==> config.mk <==
export PLATFORM = sky130hd
export DESIGN_NAME = time_set_ctrl_flat
export DESIGN_NICKNAME = d
export VERILOG_FILES = /design/src/rtl/time_pkg.sv /design/src/rtl/time_set_ctrl_if.sv /design/src/rtl/tick_prescaler.sv /design/src/rtl/time_set_ctrl.sv /design/src/flat_wrapper.sv
export SDC_FILE = /design/constraint.sdc
export NUM_CORES = 1
export LEC_CHECK = 0
export ABC_CLOCK_PERIOD_IN_PS = 2400
export CAP_MARGIN = 10
export CORE_UTILIZATION = 49
export DETAILED_ROUTE_END_ITERATION = 10
export PLACE_DENSITY_LB_ADDON = 0.3
export SYNTH_ARGS = -nofsm -noshare
export SYNTH_HDL_FRONTEND = slang
export SYNTH_SLANG_ARGS = --single-unit
==> constraint.sdc <==
create_clock -name clk -period 2.4 [get_ports clk]
set_clock_uncertainty 0.2 [all_clocks]
set_input_delay 0.24 -clock clk [delete_from_list [all_inputs] [get_ports clk]]
set_output_delay 0.24 -clock clk [all_outputs]
set_load 0.005 [all_outputs]
==> src/rtl/time_pkg.sv <==
// Shared types and constants for the time-of-day set controller.
// Field limits are kept as plain integers so every wrap is an explicit compare.
package time_pkg;

    typedef enum logic [1:0] {
        RUN     = 2'd0,
        SET_HR  = 2'd1,
        SET_MIN = 2'd2,
        COMMIT  = 2'd3
    } state_e;

    localparam int SEC_W   = 6;
    localparam int MIN_W   = 6;
    localparam int HR_W    = 5;
    localparam int FIELD_W = 6;

    localparam int SEC_MAX = 59;
    localparam int MIN_MAX = 59;
    localparam int HR_MAX  = 23;

    // Step a field by one, wrapping at 0 and at max_val.
    function automatic logic [FIELD_W-1:0] wrap_step(input logic [FIELD_W-1:0] val,
                                                     input logic [FIELD_W-1:0] max_val,
                                                     input logic               up);
        if (up) begin
            return (val == max_val) ? '0 : val + FIELD_W'(1);
        end
        return (val == '0) ? max_val : val - FIELD_W'(1);
    endfunction

endpackage

==> src/rtl/time_set_ctrl_if.sv <==
// Bus between the set controller (master) and the sec/min/hr counter (slave):
// count enable, parallel load, and the live time fed back.
interface time_set_ctrl_if;
    import time_pkg::*;

    logic             cnt_en;
    logic             ld_en;
    logic [SEC_W-1:0] ld_sec;
    logic [MIN_W-1:0] ld_min;
    logic [HR_W-1:0]  ld_hr;
    logic [SEC_W-1:0] cur_sec;
    logic [MIN_W-1:0] cur_min;
    logic [HR_W-1:0]  cur_hr;

    modport master (
        output cnt_en, ld_en, ld_sec, ld_min, ld_hr,
        input  cur_sec, cur_min, cur_hr
    );

    modport slave (
        input  cnt_en, ld_en, ld_sec, ld_min, ld_hr,
        output cur_sec, cur_min, cur_hr
    );

endinterface

==> src/rtl/tick_prescaler.sv <==
// Free-running divider: tick on the last count of each period, half on the
// last count of its first half. clr restarts the period from zero.
module tick_prescaler #(
    parameter int DIV = 100
) (
    input  logic clk,
    input  logic rst,
    input  logic clr,
    output logic tick,
    output logic half
);

    localparam int W = $clog2(DIV);
    localparam logic [W-1:0] LAST      = W'(DIV - 1);
    localparam logic [W-1:0] HALF_LAST = W'(DIV / 2 - 1);

    logic [W-1:0] pre_q, pre_d;

    always_comb begin
        if (clr || pre_q == LAST) begin
            pre_d = '0;
        end else begin
            pre_d = pre_q + W'(1);
        end
    end

    // NOTE: sequential state uses non-blocking assignments so every flop
    // samples the pre-edge value of the others, independent of block order.
    always_ff @(posedge clk or posedge rst) begin
        if (rst) begin
            pre_q <= '0;
        end else begin
            pre_q <= pre_d;
        end
    end

    assign tick = (pre_q == LAST);
    assign half = (pre_q == HALF_LAST);

endmodule

==> src/rtl/time_set_ctrl.sv <==
// Front-panel set-time controller: 1 Hz count enable, hour/minute edit FSM
// with idle timeout, one-cycle commit load, and display/blink drive.
module time_set_ctrl
    import time_pkg::*;
#(
    parameter int TICK_DIV  = 100,
    parameter int TIMEOUT_S = 10
) (
    input  logic             clk,
    input  logic             rst,
    input  logic             key_mode,
    input  logic             key_inc,
    input  logic             key_dec,
    time_set_ctrl_if.master  bus,
    output logic [MIN_W-1:0] disp_min,
    output logic [HR_W-1:0]  disp_hr,
    output logic             blink_hr,
    output logic             blink_min,
    output logic [1:0]       mode
);

    localparam int IDLE_W = $clog2(TIMEOUT_S + 1);
    localparam logic [IDLE_W-1:0] IDLE_LAST = IDLE_W'(TIMEOUT_S - 1);

    state_e            state_q, state_d;
    logic [HR_W-1:0]   edit_hr_q, edit_hr_d;
    logic [MIN_W-1:0]  edit_min_q, edit_min_d;
    logic [IDLE_W-1:0] idle_q, idle_d;
    logic              phase_q, phase_d;

    logic tick, half;
    logic key_any, step_en, editing;

    // Seconds only ever load as zero; the live value is not needed here.
    logic unused_cur_sec;
    assign unused_cur_sec = ^bus.cur_sec;

    tick_prescaler #(.DIV(TICK_DIV)) u_pre (
        .clk  (clk),
        .rst  (rst),
        .clr  (state_q == COMMIT),
        .tick (tick),
        .half (half)
    );

    assign key_any = key_mode | key_inc | key_dec;
    assign step_en = key_inc ^ key_dec;
    assign editing = (state_q == SET_HR) || (state_q == SET_MIN);

    // NOTE: every variable gets a default before the case so no path leaves
    // it unassigned, which would otherwise infer a latch.
    always_comb begin
        state_d    = state_q;
        edit_hr_d  = edit_hr_q;
        edit_min_d = edit_min_q;
        idle_d     = idle_q;
        phase_d    = phase_q ^ (tick | half);

        unique case (state_q)
            RUN: begin
                if (key_mode) begin
                    state_d    = SET_HR;
                    edit_hr_d  = bus.cur_hr;
                    edit_min_d = bus.cur_min;
                    idle_d     = '0;
                end
            end
            SET_HR, SET_MIN: begin
                if (key_mode) begin
                    state_d = (state_q == SET_HR) ? SET_MIN : COMMIT;
                end else if (step_en) begin
                    if (state_q == SET_HR) begin
                        edit_hr_d = HR_W'(wrap_step(FIELD_W'(edit_hr_q), FIELD_W'(HR_MAX), key_inc));
                    end else begin
                        edit_min_d = wrap_step(edit_min_q, FIELD_W'(MIN_MAX), key_inc);
                    end
                end
                // Any key, even a cancelling inc+dec pair, restarts the idle window.
                if (key_any) begin
                    idle_d = '0;
                end else if (tick) begin
                    if (idle_q == IDLE_LAST) begin
                        state_d = RUN;
                        idle_d  = '0;
                    end else begin
                        idle_d = idle_q + IDLE_W'(1);
                    end
                end
            end
            COMMIT: begin
                state_d = RUN;
            end
            default: begin
                state_d = RUN;
            end
        endcase
    end

    always_ff @(posedge clk or posedge rst) begin
        if (rst) begin
            state_q    <= RUN;
            edit_hr_q  <= '0;
            edit_min_q <= '0;
            idle_q     <= '0;
            phase_q    <= 1'b0;
        end else begin
            state_q    <= state_d;
            edit_hr_q  <= edit_hr_d;
            edit_min_q <= edit_min_d;
            idle_q     <= idle_d;
            phase_q    <= phase_d;
        end
    end

    assign bus.cnt_en = tick && (state_q == RUN);
    assign bus.ld_en  = (state_q == COMMIT);
    assign bus.ld_sec = '0;
    assign bus.ld_min = edit_min_q;
    assign bus.ld_hr  = edit_hr_q;

    // Display is forced blank while reset is held, then tracks live time.
    assign disp_hr  = rst ? '0 : (editing ? edit_hr_q  : bus.cur_hr);
    assign disp_min = rst ? '0 : (editing ? edit_min_q : bus.cur_min);

    assign blink_hr  = (state_q == SET_HR)  && phase_q;
    assign blink_min = (state_q == SET_MIN) && phase_q;
    assign mode      = state_q;

endmodule

==> src/flat_wrapper.sv <==
// flat-port wrapper written by rule: the top's interface ports become plain ports
module time_set_ctrl_flat import time_pkg::*;
#(
    parameter int TICK_DIV  = 100,
    parameter int TIMEOUT_S = 10
)
  (clk, rst, key_mode, key_inc, key_dec, disp_min, disp_hr, blink_hr, blink_min, mode, bus_cnt_en, bus_ld_en, bus_ld_sec, bus_ld_min, bus_ld_hr, bus_cur_sec, bus_cur_min, bus_cur_hr);
  time_set_ctrl_if bus_i ();
  input  logic clk;
  input  logic rst;
  input  logic key_mode;
  input  logic key_inc;
  input  logic key_dec;
  output logic [MIN_W-1:0] disp_min;
  output logic [HR_W-1:0] disp_hr;
  output logic blink_hr;
  output logic blink_min;
  output logic [1:0] mode;
  output wire logic [$bits(bus_i.cnt_en)-1:0] bus_cnt_en;
  output wire logic [$bits(bus_i.ld_en)-1:0] bus_ld_en;
  output wire logic [$bits(bus_i.ld_sec)-1:0] bus_ld_sec;
  output wire logic [$bits(bus_i.ld_min)-1:0] bus_ld_min;
  output wire logic [$bits(bus_i.ld_hr)-1:0] bus_ld_hr;
  input wire logic [$bits(bus_i.cur_sec)-1:0] bus_cur_sec;
  input wire logic [$bits(bus_i.cur_min)-1:0] bus_cur_min;
  input wire logic [$bits(bus_i.cur_hr)-1:0] bus_cur_hr;
  assign bus_cnt_en = bus_i.cnt_en;
  assign bus_ld_en = bus_i.ld_en;
  assign bus_ld_sec = bus_i.ld_sec;
  assign bus_ld_min = bus_i.ld_min;
  assign bus_ld_hr = bus_i.ld_hr;
  assign bus_i.cur_sec = bus_cur_sec;
  assign bus_i.cur_min = bus_cur_min;
  assign bus_i.cur_hr = bus_cur_hr;
  time_set_ctrl #(.TICK_DIV(TICK_DIV), .TIMEOUT_S(TIMEOUT_S)) u_core (.clk(clk), .rst(rst), .key_mode(key_mode), .key_inc(key_inc), .key_dec(key_dec), .bus(bus_i), .disp_min(disp_min), .disp_hr(disp_hr), .blink_hr(blink_hr), .blink_min(blink_min), .mode(mode));
endmodule
==> results.cfg <==
[placement]
io_buffers = 43
dp_cells = 347
dpl_cell_area_um2 = 2650
place_ws_ns = 0.112
gp_congestion = 0.899
hpwl_um = 3740

[critical_path]
crit_chain = ha_1, and4b_2, and3_1, clkdlybuf4s50_1
crit_path_end_kind = primary output
required_ns = 1.96
critPathMaxStageDelay_ns = 0.49
cp_max_fo = 5
worst_ep_arrival_time_ns = 1.87
r2r_slack_ns = 0.16
crit_slowest_cell = clkdlybuf4s50_1
worstSetupPathType = flop to primary output
start_kind = flop

[timing]
fin_ws_ns = 0.0908
slew_headroom_pct = 65.6
slew_violations = 0
tightest_slew_ns = 0.514
setup_viol = 0
post-route-period-util_pct = 96.2
hold_viol = 0
period_needed_ns = 2.31
max_freq_ghz = 0.433

[die]
initial_core_util_pct = 52.2
rows = 23
chipWidth_um = 68.2
die_area_um2 = 4650
die_h_um = 68.2
io_pins = 56
coreArea_um2 = 4120

[clocking]
clkTransAtPathRegs_ns = 0.09
cts_buffer_depth = 2
cts.sinks = 25
cts_tree = built
cts_made_buffers = 3
cts_root_buffer = clkbuf_8
htree_levels = 1
clkLatencyLatePin_ns = 0.27
holdBufCountCts = 0

[finish]
multi_input_area_um2 = 1390
final_common_cell = clkdlybuf4s50_1
layout_common_cells = clkdlybuf4s50_1, nor2_1, dfrtp_1
postLayoutCoreUtil_pct = 67.0
fin_cells = 352
fillCellCount = 342
finalNetCount = 339
final_area_um2 = 2760
regArea_um2 = 626
area_delta_synth_final_pct = 28.4
antenna_cells = 0
drive_gt1_share_pct = 11.3

[yosys]
synth_top_area_share_pct = 29.1
yosys_register_bits = 25
ys_warn_count = 0
async_reset_ff_share_pct = 100
yosys-top-cells-area = dfrtp_1, ha_1, nor2_1
avgSynthCellArea_um2 = 8.39
synth_seq_area_share_pct = 29.1
synthFlopType = dfrtp_1
synth_top_area_cell = dfrtp_1
ys_types = 64
syn_area_um2 = 2150
netlist_instances = 256
synth_edf_count = 0

[detailed_routing]
drt_iter0_markers = 197
drc = 0
vias_per_cell = 5.79
wl_per_cell_um = 14.6
drtAntennaViolNets = 0
first_pass_iters = 4
dr_total_vias = 2038
routed_wl_um = 5150

[global_routing]
antenna_found_initial = 0
grt_pass1_wl_um = 8510
grt_max_degree = 19
grt_usage_pct = 24.3
grt_pass1_vias = 1891
grt-ovfl-total = 0

[power]
leakagePower_uw = 0.00133
power.density_nw_per_um2 = 1280
ir_drop_uv = 670
fin_total_pwr_uw = 3540

[job]
drv_cap = 0

[min_path]
min_path_type = flop to flop

[status]
status = finished, final reports clean
[where the power goes]
group	leakage, uW	internal, uW	switching, uW
Clock	0.0000228	119	135
Combinational	0.000994	1250	1190
Sequential	0.000310	571	276
Total	0.00133	1930	1600
[sequential cells by signal, indices dropped and copies added (netlist names)]
name	cells
u_core.bus.ld_hr	5
u_core.bus.ld_min	6
u_core.idle_q	4
u_core.mode	2
u_core.phase_q	1
u_core.u_pre.pre_q	7
[cell usage after synthesis (all sizes together), types with 3 or more instances]
master  number
a22o         3
nand3        6
nand2        8
a21oi       20
nand2b       5
ha          14
o21ai       11
clkbuf       7
xor2         5
buf         11
and3         5
a221oi       3
o31ai        3
o21a         3
nor2b        9
nor2        29
o211ai       7
dfrtp       25
inv         17
nor3         9
xnor2        5
mux2i        7
[logic make-up (layout without fill, tap and decap cells)]
kind of cell	Yosys count	in the layout	share of synthesized area, %
AOI/OAI and AO/OA	72	72	23.8
DFF	25	25	29.1
muxes	8	8	3.79
buffers and inverters	36	77	7.98
other	1	6	0.175
and+or+nand+nor	90	90	22.8
xor gates and xnor gates	10	10	4.08
adders and majority gates	14	14	8.16
[stage by stage]
| step | hold WS (ns) | TNS, ns |
|---|---|---|
| 2_1_floorplan | 0.212 | 0 |
| 3_3_place_gp | 0.262 | 0 |
| 3_5_place_dp | 0.291 | 0 |
| 4_1_cts | 0.307 | 0 |
| 5_1_grt | 0.337 | -0.0150 |
| 6_report | 0.301 | 0 |
[critical path: cells and delay by family (launching register included)]
| kind | cells | cell delay (ns) |
|---|---|---|
| buf+inv | 1 | 0.49 |
| simple gates | 2 | 0.47 |
| flops | 1 | 0.41 |
| fa+ha+maj | 1 | 0.23 |
[layer usage]
layer	global-route usage (%)	up-vias	wire length, um
met5	0	-	0
met4	8.85	0	46
met3	1.50	4	238
met2	38.7	60	2450
met1	34.3	965	2420
li1	-	1009	-
[what timing repair did]
action / 4_1_cts / 5_1_grt
endpoints found under the setup margin: 11 / 10
pin swaps: 0 / 0
setup buffers: 0 / 1
resized for setup: 9 / 12
[worst paths after layout]
check                      cells after the start               endpoint             startpoint
setup / recovery                               4             bus_cnt_en  u_core.u_pre.pre_q[0]
hold / removal                                 1         u_core.phase_q         u_core.phase_q
setup reg to reg                               7    u_core.bus.ld_hr[4]         u_core.mode[0]
hold reg to reg                                1         u_core.phase_q         u_core.phase_q
max in group asynchronous                      3  u_core.u_pre.pre_q[4]                    rst
min in group asynchronous                      2   u_core.bus.ld_min[4]                    rst
[area by class of cell]
type	instances	area share (%)
multi-input combinational	200	50.5
sequential	25	22.7
timing repair buffer	55	20.4
inverter	18	2.45
tap	50	2.27
clock buffer	4	1.63
Note: power is estimated with default switching activity, not from simulation.
==> RTL change (same settings) <==
Register the outputs `disp_min`, `disp_hr`, `blink_hr` and `blink_min`, without a reset; this adds one clock of latency there. The other outputs are not delayed to match.
--- a/src/rtl/time_set_ctrl.sv
+++ b/src/rtl/time_set_ctrl.sv
@@ -121,7 +121,9 @@
     // Display is forced blank while reset is held, then tracks live time.
-    assign disp_hr  = rst ? '0 : (editing ? edit_hr_q  : bus.cur_hr);
-    assign disp_min = rst ? '0 : (editing ? edit_min_q : bus.cur_min);
 
-    assign blink_hr  = (state_q == SET_HR)  && phase_q;
-    assign blink_min = (state_q == SET_MIN) && phase_q;
+    always_ff @(posedge clk) begin
+        disp_min  <= rst ? '0 : (editing ? edit_min_q : bus.cur_min);
+        disp_hr   <= rst ? '0 : (editing ? edit_hr_q  : bus.cur_hr);
+        blink_hr  <= (state_q == SET_HR)  && phase_q;
+        blink_min <= (state_q == SET_MIN) && phase_q;
+    end
     assign mode      = state_q;
Function: changed (Yosys sat finds a counterexample within 4 cycles, from zero or initial values and one cycle with rst high).
==> RTL change against the unedited design <==
Routed wire length grew 2.2%. Sequential cell count grew 13. Largest cell class unchanged. Critical endpoint unchanged. The run now ends with design-rule violations left. Fmax grew 2.8%. Worst setup slack gained 0.062 ns. Clock power grew 76%. Synthesized area grew 8.3%. Sequential share of layout area grew 7.7 points. Highest routed layer unchanged. Register-to-register slack gained 0.06 ns. Total power grew 6.6%. Final area grew 5.7%. Critical path depth is the same.
==> RTL change: results (changes against the unedited design) <==
violations: "design-rule violations"
buf_share_pct: 18.2  # -2.3 points
hold_start: "u_core.u_pre.pre_q[0]"
cts_htree_levels: 2  # +1
ys_seq_area_share_pct: 38.1  # +8.9 points
hold_slack_ns: 0.309  # +0.00851 ns
fillCellCount: 382  # +12%
crit_path_max_fanout: 6  # +1
first_global_vias: 1994  # +5.4%
first_iter_violations: 182  # -7.6%
outcome: "finished with violations"
use_met1_pct: 28.4  # -5.9 points
avgSynthCellArea_um2: 8.58  # +2.3%
drc_errors: 10  # +10
nets: 350  # +3.2%
power_switching_mw: 1.63  # +2.1%
multiInputGateArea_um2: 1290  # -7.6%
ir_worst_vdd_v: 0.000631  # -5.8%
drive_above_1_share_pct: 8.89  # -2.4 points
cp.arrival_ns: 1.81  # -0.06 ns
cts.sinks: 38  # +52%
gp_congestion: 0.804  # -11%
timing.rr.start: "u_core.mode[1]"
fp.coreArea_um2: 4440  # +8.0%
place_inst: 359  # +3.5%
synth-adder-area-share_pct: 7.53  # -0.63 points
synth_compound_area_share_pct: 16.9  # -6.9 points
pre_cts_slack_ns: 0.132  # +0.0207 ns
powerDensity_nw_per_um2: 1290  # +0.86%
RTL change: critical path, cell delays in order, from the launching register on:
cell and delay, ns:
dfrtp_1 0.45, nor4b_2 0.30, nand3_2 0.15, nor2_1 0.11, clkdlybuf4s50_1 0.50
RTL change: cell families (layout without fill, tap and decap cells):
kind of cell               after synthesis  count (layout)
xor gates and xnor gates                11              11
adders and majority gates               14              14
buffers and inverters                   38              77
DFF                                     38              38
muxes                                    8               8
other                                    1               6
and+or+nand+nor                         99              99
AOI/OAI and AO/OA                       62              62
RTL change: what timing repair did:
action	4_1_cts	5_1_grt
resized for setup	0	2
endpoints found under the setup margin	0	4
hold endpoints to repair	0	0
RTL change: final timing paths:
path | endpoint | cells past startpoint
setup / recovery | bus_cnt_en | 4
hold / removal | u_core.u_pre.pre_q[0] | 1
setup reg to reg | u_core.idle_q[3] | 6
hold reg to reg | u_core.u_pre.pre_q[0] | 1
max in group asynchronous | u_core.bus.ld_min[3] | 3
min in group asynchronous | u_core.bus.ld_hr[3] | 2
